**config.mk**
```make
export PLATFORM = sky130hd
export DESIGN_NAME = vital_sched_flat
export DESIGN_NICKNAME = d
export VERILOG_FILES = /design/src/rtl/vital_pkg.sv /design/src/rtl/vital_sched_if.sv /design/src/rtl/vital_eval.sv /design/src/rtl/vital_sched.sv /design/src/flat_wrapper.sv
export SDC_FILE = /design/constraint.sdc
export NUM_CORES = 1
export LEC_CHECK = 0
export ABC_AREA = 0
export CAP_MARGIN = 20
export CORE_ASPECT_RATIO = 2
export CORE_MARGIN = 1
export CORE_UTILIZATION = 35
export CTS_CLUSTER_DIAMETER = 30
export DETAILED_ROUTE_END_ITERATION = 6
export SLEW_MARGIN = 0
export SYNTH_ARGS = -nofsm -noshare
export SYNTH_HDL_FRONTEND = slang
export SYNTH_SLANG_ARGS = --single-unit
```
**constraint.sdc**
```tcl
create_clock -name clk -period 7.5 [get_ports clk]
set_input_delay 1.5 -clock clk [delete_from_list [all_inputs] [get_ports clk]]
set_output_delay 1.5 -clock clk [all_outputs]
set_load 0.05 [all_outputs]
```
**src/rtl/vital_pkg.sv**
```systemverilog
// Shared types and constants for the vital-signs measurement scheduler.
package vital_pkg;

  typedef enum logic [2:0] {
    ST_IDLE,
    ST_WAIT,
    ST_REQ_T,
    ST_REQ_H,
    ST_REQ_S,
    ST_EVAL
  } state_t;

  localparam int unsigned SNS_T = 0;
  localparam int unsigned SNS_H = 1;
  localparam int unsigned SNS_S = 2;

  typedef logic [7:0] reading_t;

  // One-hot sensor request for a given scheduler state; zero outside REQ_x.
  function automatic logic [2:0] req_onehot(state_t s);
    logic [2:0] r;
    r = 3'b000;
    case (s)
      ST_REQ_T: r[SNS_T] = 1'b1;
      ST_REQ_H: r[SNS_H] = 1'b1;
      ST_REQ_S: r[SNS_S] = 1'b1;
      default:  r = 3'b000;
    endcase
    return r;
  endfunction

endpackage

```
**src/rtl/vital_sched_if.sv**
```systemverilog
// Sensor request/acknowledge handshake shared between scheduler and sensor front end.
interface vital_sched_if;
  import vital_pkg::*;

  logic [2:0] sns_req;
  logic       sns_ack;
  reading_t   sns_data;

  modport master (output sns_req, input sns_ack, input sns_data);
  modport slave  (input sns_req, output sns_ack, output sns_data);
endinterface

```
**src/rtl/vital_eval.sv**
```systemverilog
// Combinational round evaluation: limit compares, SpO2 deficit and 2-of-3 vote.
module vital_eval
  import vital_pkg::*;
(
  input  reading_t   temp,
  input  reading_t   hr,
  input  reading_t   spo2,
  input  logic [2:0] valid,
  input  reading_t   temp_lim,
  input  reading_t   hr_lim,
  input  reading_t   spo2_ref,
  input  reading_t   spo2_crit,
  output reading_t   deficit,
  output logic       vote
);

  logic t_hi;
  logic h_hi;
  logic s_lo;

  // Invalid (timed-out) readings never flag abnormal; invalid SpO2 yields no deficit.
  always_comb begin
    t_hi    = valid[SNS_T] && (temp > temp_lim);
    h_hi    = valid[SNS_H] && (hr > hr_lim);
    deficit = '0;
    if (valid[SNS_S] && (spo2 < spo2_ref)) begin
      deficit = spo2_ref - spo2;
    end
    s_lo = deficit > spo2_crit;
    vote = (t_hi & h_hi) | (t_hi & s_lo) | (h_hi & s_lo);
  end

endmodule

```
**src/rtl/vital_sched.sv**
```systemverilog
// Vital-signs scheduler: periodic three-sensor rounds, timeout handling,
// persistence filter on the abnormal vote and oxygen-deficit reporting.
//
// state    | meaning
// IDLE     | stopped, waiting for en
// WAIT     | counting SAMPLE_PERIOD cycles between rounds
// REQ_T    | requesting temperature reading
// REQ_H    | requesting heart-rate reading
// REQ_S    | requesting SpO2 reading
// EVAL     | one-cycle evaluation of the captured round
module vital_sched
  import vital_pkg::*;
#(
  parameter int unsigned SAMPLE_PERIOD = 1000,
  parameter int unsigned ACK_TIMEOUT   = 64,
  parameter int unsigned PERSIST       = 3
) (
  input  logic                 clk,
  input  logic                 rst_n,
  input  logic                 en,
  vital_sched_if.master        sns,
  input  reading_t             temp_lim,
  input  reading_t             hr_lim,
  input  reading_t             spo2_ref,
  input  reading_t             spo2_crit,
  output reading_t             o2_dose,
  output logic                 dose_vld,
  output logic                 emerg,
  output logic [2:0]           sns_fault,
  output logic                 busy
);

  localparam logic [15:0] WAIT_LAST   = 16'(SAMPLE_PERIOD - 1);
  localparam logic [7:0]  TO_LOAD     = 8'(ACK_TIMEOUT - 1);
  localparam logic [3:0]  PERSIST_MAX = 4'(PERSIST);

  state_t     state_q,    state_d;
  logic [15:0] wait_cnt_q, wait_cnt_d;
  logic [7:0] to_cnt_q,   to_cnt_d;
  reading_t   temp_q,     temp_d;
  reading_t   hr_q,       hr_d;
  reading_t   spo2_q,     spo2_d;
  logic [2:0] valid_q,    valid_d;
  logic [2:0] fault_q,    fault_d;
  logic [3:0] persist_q,  persist_d;
  logic       emerg_q,    emerg_d;
  reading_t   o2_dose_q,  o2_dose_d;
  logic       dose_vld_q, dose_vld_d;

  reading_t   rd_val;
  reading_t   deficit;
  logic       vote;

  vital_eval u_eval (
    .temp      (temp_q),
    .hr        (hr_q),
    .spo2      (spo2_q),
    .valid     (valid_q),
    .temp_lim  (temp_lim),
    .hr_lim    (hr_lim),
    .spo2_ref  (spo2_ref),
    .spo2_crit (spo2_crit),
    .deficit   (deficit),
    .vote      (vote)
  );

  // Next-state and counter logic; the ack timer is a down-counter reloaded on every REQ_x entry.
  always_comb begin
    state_d    = state_q;
    wait_cnt_d = wait_cnt_q;
    to_cnt_d   = to_cnt_q;
    temp_d     = temp_q;
    hr_d       = hr_q;
    spo2_d     = spo2_q;
    valid_d    = valid_q;
    fault_d    = fault_q;
    persist_d  = persist_q;
    emerg_d    = emerg_q;
    o2_dose_d  = o2_dose_q;
    dose_vld_d = 1'b0;
    rd_val     = sns.sns_ack ? sns.sns_data : '0;

    case (state_q)
      ST_IDLE: begin
        if (en) begin
          state_d    = ST_WAIT;
          wait_cnt_d = '0;
        end
      end
      ST_WAIT: begin
        if (!en) begin
          state_d = ST_IDLE;
        end else if (wait_cnt_q == WAIT_LAST) begin
          state_d  = ST_REQ_T;
          to_cnt_d = TO_LOAD;
        end else begin
          wait_cnt_d = wait_cnt_q + 16'd1;
        end
      end
      ST_REQ_T, ST_REQ_H, ST_REQ_S: begin
        if (sns.sns_ack || (to_cnt_q == '0)) begin
          to_cnt_d = TO_LOAD;
          case (state_q)
            ST_REQ_T: begin
              temp_d         = rd_val;
              valid_d[SNS_T] = sns.sns_ack;
              fault_d[SNS_T] = fault_q[SNS_T] | ~sns.sns_ack;
              state_d        = ST_REQ_H;
            end
            ST_REQ_H: begin
              hr_d           = rd_val;
              valid_d[SNS_H] = sns.sns_ack;
              fault_d[SNS_H] = fault_q[SNS_H] | ~sns.sns_ack;
              state_d        = ST_REQ_S;
            end
            default: begin
              spo2_d         = rd_val;
              valid_d[SNS_S] = sns.sns_ack;
              fault_d[SNS_S] = fault_q[SNS_S] | ~sns.sns_ack;
              state_d        = ST_EVAL;
            end
          endcase
        end else begin
          to_cnt_d = to_cnt_q - 8'd1;
        end
      end
      ST_EVAL: begin
        if (!vote) begin
          persist_d = '0;
        end else if (persist_q != PERSIST_MAX) begin
          persist_d = persist_q + 4'd1;
        end
        emerg_d    = (persist_d == PERSIST_MAX);
        o2_dose_d  = deficit;
        dose_vld_d = 1'b1;
        wait_cnt_d = '0;
        state_d    = en ? ST_WAIT : ST_IDLE;
      end
      default: state_d = ST_IDLE;
    endcase
  end

  // State and output registers; reset discards any partial round.
  always_ff @(posedge clk or negedge rst_n) begin
    if (!rst_n) begin
      state_q    <= ST_IDLE;
      wait_cnt_q <= '0;
      to_cnt_q   <= '0;
      temp_q     <= '0;
      hr_q       <= '0;
      spo2_q     <= '0;
      valid_q    <= '0;
      fault_q    <= '0;
      persist_q  <= '0;
      emerg_q    <= 1'b0;
      o2_dose_q  <= '0;
      dose_vld_q <= 1'b0;
    end else begin
      state_q    <= state_d;
      wait_cnt_q <= wait_cnt_d;
      to_cnt_q   <= to_cnt_d;
      temp_q     <= temp_d;
      hr_q       <= hr_d;
      spo2_q     <= spo2_d;
      valid_q    <= valid_d;
      fault_q    <= fault_d;
      persist_q  <= persist_d;
      emerg_q    <= emerg_d;
      o2_dose_q  <= o2_dose_d;
      dose_vld_q <= dose_vld_d;
    end
  end

  assign sns.sns_req = req_onehot(state_q);
  assign busy        = (state_q != ST_IDLE);
  assign emerg       = emerg_q;
  assign o2_dose     = o2_dose_q;
  assign dose_vld    = dose_vld_q;
  assign sns_fault   = fault_q;

endmodule

```
**src/flat_wrapper.sv**
```systemverilog
// flat-port wrapper written by rule: the top's interface ports become plain ports
module vital_sched_flat import vital_pkg::*;
#(
  parameter int unsigned SAMPLE_PERIOD = 1000,
  parameter int unsigned ACK_TIMEOUT   = 64,
  parameter int unsigned PERSIST       = 3
)
  (clk, rst_n, en, temp_lim, hr_lim, spo2_ref, spo2_crit, o2_dose, dose_vld, emerg, sns_fault, busy, sns_sns_req, sns_sns_ack, sns_sns_data);
  vital_sched_if sns_i ();
  input  logic clk;
  input  logic rst_n;
  input  logic en;
  input  reading_t temp_lim;
  input  reading_t hr_lim;
  input  reading_t spo2_ref;
  input  reading_t spo2_crit;
  output reading_t o2_dose;
  output logic dose_vld;
  output logic emerg;
  output logic [2:0] sns_fault;
  output logic busy;
  output wire logic [$bits(sns_i.sns_req)-1:0] sns_sns_req;
  input wire logic [$bits(sns_i.sns_ack)-1:0] sns_sns_ack;
  input wire logic [$bits(sns_i.sns_data)-1:0] sns_sns_data;
  assign sns_sns_req = sns_i.sns_req;
  assign sns_i.sns_ack = sns_sns_ack;
  assign sns_i.sns_data = sns_sns_data;
  vital_sched #(.SAMPLE_PERIOD(SAMPLE_PERIOD), .ACK_TIMEOUT(ACK_TIMEOUT), .PERSIST(PERSIST)) u_core (.clk(clk), .rst_n(rst_n), .en(en), .sns(sns_i), .temp_lim(temp_lim), .hr_lim(hr_lim), .spo2_ref(spo2_ref), .spo2_crit(spo2_crit), .o2_dose(o2_dose), .dose_vld(dose_vld), .emerg(emerg), .sns_fault(sns_fault), .busy(busy));
endmodule
```
Yosys cells after proc, flatten, opt, wreduce, memory -nomap -nowiden
Index checks and enable logic that the tools add are counted.

storage, ports and cells
  register bits after elaboration = 71
  output and inout bits = 17
  word-level logic and storage cells = 89

cells by class
  add/sub/neg operators = 4
  order comparisons = 4
  equal/unequal tests = 14
  mux-type cells = 24
  bitwise operators = 10
  reduce and logical (&&, ||, !) cells = 17

operator list
  kind                     number
  $mux W16                 3
  $pmux W16 S3             1
  $mux W8                  5
  $gt A8 B8 Y1             3
  $add A16 B1 Y16 const B  1
  $eq A16 B10 Y1 const B   1
  $pmux W8 S2              1
  $reduce_and A3 Y1        5
  $mux W3                  4
  $mux W4                  3
  $pmux W3 S4              1
  $logic_not A8 Y1         1
  $lt A8 B8 Y1             1
  $sub A8 B1 Y8 const B    1
  $sub A8 B8 Y8            1
  $eq A3 B2 Y1 const B     2
  $eq A3 B3 Y1 const B     2
  $ne A2 B2 Y1 const B     3
  $pmux W3 S2              1
  $reduce_bool A3 Y1       2
  $mux W1                  5
  $or A1 B1 Y1             5
  $add A4 B1 Y4 const B    1
  $eq A4 B2 Y1 const B     1
  other kinds (13)         19

Depth between registers and ports, before layout
  word-level depth = 10
  mapped depth = 19
  depth with buffers taken out = 18

Modules after synthesis
Synthesis repeated with hierarchy kept, for this count alone.

unflattened totals
  cell total of the unflattened synthesis = 471
  area total of the unflattened synthesis = 4359.2 µm²

modules (own cells, without submodules)
  module       instances  cells each  area each (µm²)  sequential area each (µm²)
  vital_sched  1          320         3293.2           1776.7
  vital_eval   1          151         1066.0           0.0

Least setup slack after synthesis
OpenSTA, ideal clock, no wires.

  path type = input to register
  start point = input port spo2_ref[0]
  end point = register u_core.persist_q[3]
  library setup time = 0.126 ns
  arrival = 4.722 ns
  path slack = 2.652 ns
  stages on the path = 18
  buffers on the path = 1
  path through = inv_1 > ha_1 > inv_1 > fa_1 > a211oi_1 > o21bai_1 > a21oi_1 > nor2b_1 > o31ai_4 > buf_2 > nor2_1 > ha_1 > nand4_1 > o21ai_0 > o31ai_1 > maj3_2 > and3_1 > a221o_1

between the ends
  longest elaborated chain between the ends = 9

RTL lines
  item                   line                RTL
  from (decl)            flat_wrapper.sv:15  input reading_t spo2_ref;
  $lt A8 B8 Y1           vital_eval.sv:26    if (valid[SNS_S] && (spo2 < spo2_ref)) begin
  $logic_and A1 B1 Y1    vital_eval.sv:26
  $mux W8 (*)            vital_eval.sv:26
  net u_core.deficit[7]  vital_sched.sv:51   reading_t deficit;
  $gt A8 B8 Y1 (*)       vital_eval.sv:29    s_lo = deficit > spo2_crit;
  $and A1 B1 Y1          vital_eval.sv:30    vote = (t_hi & h_hi) | (t_hi & s_lo) | (h_hi & s_lo);
  $or A1 B1 Y1           vital_eval.sv:30
  $or A1 B1 Y1 (*)       vital_eval.sv:30
  $mux W4 (*)            vital_sched.sv:128  if (!vote) begin
  $mux W4 (*)            vital_sched.sv:83   case (state_q)
  to (signal assigned)   vital_sched.sv:167  persist_q <= persist_d;
  to (decl)              vital_sched.sv:45   logic [3:0] persist_q, persist_d;

The timed path passes the listed nets; every way through them passes the cells marked *. The select of a mux whose other input is x is not followed.
A chain may end at the register's enable or synchronous reset.

Worst setup path after layout
Same ends and word-level chain as after synthesis.

==> results.md <==
* Status: finished clean
* Synth Cell Area at 0.004229 sq mm
* Worst Reg-to-Reg Cells at 16
* Synth Flop Type: dfrtp_1
* Final Critical Period at 5295 ps
* Final period util at 0.7061
* Final WL at 10500 um
* Count leader, synth: dfrtp_1
* Crit path max fanout at 15
* Initial antenna violation count at 0
* Final TNS setup at 0 ps
* Clk root buf: clkbuf_16
* # H-tree levels at 3
* Kind of critical path: in -> reg
* Slew headroom at 0.3596
* Startpoint Class: primary input
* Setup crit end kind: register
* # DRC at 0
* # fillers at 1125
* Postcts setup bufs at 0
* Mean area per synthesized cell at 9.633 sq um
* First-pass GRT wire length at 17390 um
* Routed vias at 3443
* Async SR Flop Fraction at 1.000
* Die width at 79.73 um
* Initial DRC Count at 175
* Synth Instances at 439
* Critical path arrival at 5510 ps
* CTS tree: done
* Total die area at 0.01255 sq mm
* Max Fclk at 188.8 MHz
* CP top delay family: compound AO/OA/AOI/OAI gates
* Clock Pin Slew Worst Setup and Hold Paths at 60 ps
* Final hold viol count at 0
* Synth area leaders: dfrtp_1, ha_1, a32o_1
* Cts-stage hold buffer count at 0
* Layout overhead on the synthesized area at 24.97%
* Clk buf depth at 2
* Inst Count DP at 633
* Largest area contributor in the netlist: dfrtp_1
* Gpl congestion at 0.8402
* Post-synth top cells: dfrtp_1, inv_1, nor2_1
* Flops & latches, synth at 71
* Post-DP HPWL at 7967 um
* CP max stage delay at 500 ps
* Area of the multi-input gates at 0.002233 sq mm
* Worst Skew at 6.262 ps
* Layout cells sized above 1 at 0.07341
* VDD IR max at 0.0001792 V
* Post-synth EDFFs at 0
* I/O pin total at 61
* Core Region at 0.01177 sq mm
* Worst min path class: reg -> reg
* Post_cts resized at 0
* Yosys warning total at 0
* DR WL/cell at 16.18 um
* Crit path required time at 7720 ps
* Row cnt at 56
* Final Max Tran Viols at 0
* Initial Util at 0.3593
* Power Dens Cells at 270.3 mW/mm^2
* Clock insertion delay at the later pin of the skew report at 330 ps
* Register Area at 0.001777 sq mm
* Nets at 580
* WP depth at 18
* Actual slew at the worst max-slew pin at 958.0 ps
* Final setup violation count at 0
* Post-synth top area share at 0.4201
* Critical-path cell list: clkdlybuf4s50_1, inv_1, ha_1, inv_1, fa_1, a211oi_1, o21bai_1, a21oi_1, nor2b_1, o31ai_4, nor2_1, ha_1, nand4_1, o21ai_0, o31ai_1, maj3_2, and3_1, a221o_1
* Total gr overflow at 0
* Port bufs at 60
* Post-synthesis sequential area ratio at 0.4201
* Pin count of the biggest net entering global routing at 72
* Worst Hold Margin at 464.7 ps
* Vias in the first global route at 3625
* Max Cap Viol at 0
* GRT Util Overall at 0.1825
* Antenna violation net count after detailed routing at 0
* Vias per cell at 5.305
* Hold path depth at 1
* Die height at 157.5 um
* CP max-delay cell: o31ai_4
* Tot Pwr at 1.429 mW
* Num CTS Buffers at 9
* Distinct cell type count after synthesis at 56
* Mapped Nets at 520
* Finished Layout Cells at 649
* WP buf/inv at 3
* RSZ-0062 raised after global routing: no
* Leak at 2.422 nW
* Diode count at 0
* Drt first pass iters at 4
* # clock sinks at 71
==> layout make-up <==
cell class,count,area share
flip-flops and latches,71,0.3362
clock buffers,9,0.04261
inverters,41,0.02912
clock inverters,7,0.01823
repair buffers,63,0.1170
well taps,145,0.03433
multi-input cells,313,0.4226
==> layer usage <==
metal / GRT usage / vias to the layer above / part of all wire
met5: 0 / - / 0
met4: 0.07186 / 0 / 0.031
met3: 0.03420 / 17 / 0.039
met2: 0.3533 / 76 / 0.57
met1: 0.1847 / 1650 / 0.36
li1: - / 1700 / -
==> metrics by stage <==
step | area (sq um) | utilization | setup slack, ps
floorplan | 4229 | - | 2652
global placement | 4964 | 0.4217 | 1972
detailed placement | 4964 | 0.4217 | 1863
CTS | 5285 | 0.4490 | 2217
global route | 5285 | 0.4490 | 1846
finish | 5285 | 0.4490 | 2205
==> cells by family (layout without fill, tap and decap cells) <==
group / Yosys count / in the layout / synth area share
compound gates: 108 / 108 / 0.1920
xor+xnor: 22 / 22 / 0.04556
fa+ha+maj: 38 / 38 / 0.1139
buf+inv: 55 / 120 / 0.05178
flops: 71 / 71 / 0.4201
mux: 2 / 2 / 0.005325
simple gates: 143 / 143 / 0.1713
==> flip-flops by register name, indices dropped and copies added (netlist names), 3 cells and up <==
name	cells
u_core.temp_q	8
u_core.persist_q	4
u_core.valid_q	3
u_core.hr_q	8
u_core.wait_cnt_q	16
u_core.o2_dose	8
u_core.state_q	3
u_core.to_cnt_q	8
u_core.spo2_q	8
u_core.sns_fault	3
==> worst paths after layout <==
kind                                                startpoint                         endpoint  slack, ps
worst min register to register  u_core.to_cnt_q[7]$_DFFE_PN0P_   u_core.to_cnt_q[7]$_DFFE_PN0P_        460
worst max-delay path                               spo2_ref[0]  u_core.persist_q[3]$_DFFE_PN0P_       2200
worst max register to register    u_core.spo2_q[0]$_DFFE_PN0P_  u_core.persist_q[3]$_DFFE_PN0P_       3460
worst min-delay path            u_core.to_cnt_q[7]$_DFFE_PN0P_   u_core.to_cnt_q[7]$_DFFE_PN0P_        460
min in group asynchronous                                rst_n   u_core.to_cnt_q[5]$_DFFE_PN0P_       1380
max in group asynchronous                                rst_n    u_core.o2_dose[4]$_DFFE_PN0P_       5510
==> where the power goes <==
group | switching [mW] | internal, mW
clock network | 0.169 | 0.291
registers | 0.0529 | 0.464
logic | 0.264 | 0.188
==> layout by cell type, fill, tap and decap left out, types with 3 or more instances in the layout <==
cell type	n
clkinvlp_4	3
nor2_1	41
o21ai_0	20
ha_1	36
clkdlybuf4s50_1	59
nand2b_1	5
o21bai_1	6
nand3_1	15
a21oi_1	19
inv_1	41
a21o_1	6
xnor2_1	6
a32o_1	25
buf_4	3
nor2b_1	3
nand4_1	12
xor2_1	16
clkbuf_16	9
nand2_1	38
dfrtp_1	71
o31ai_1	11
nor3b_1	4
and3_1	4
nor3_1	5
No activity file was read; power rests on OpenSTA's default activity.
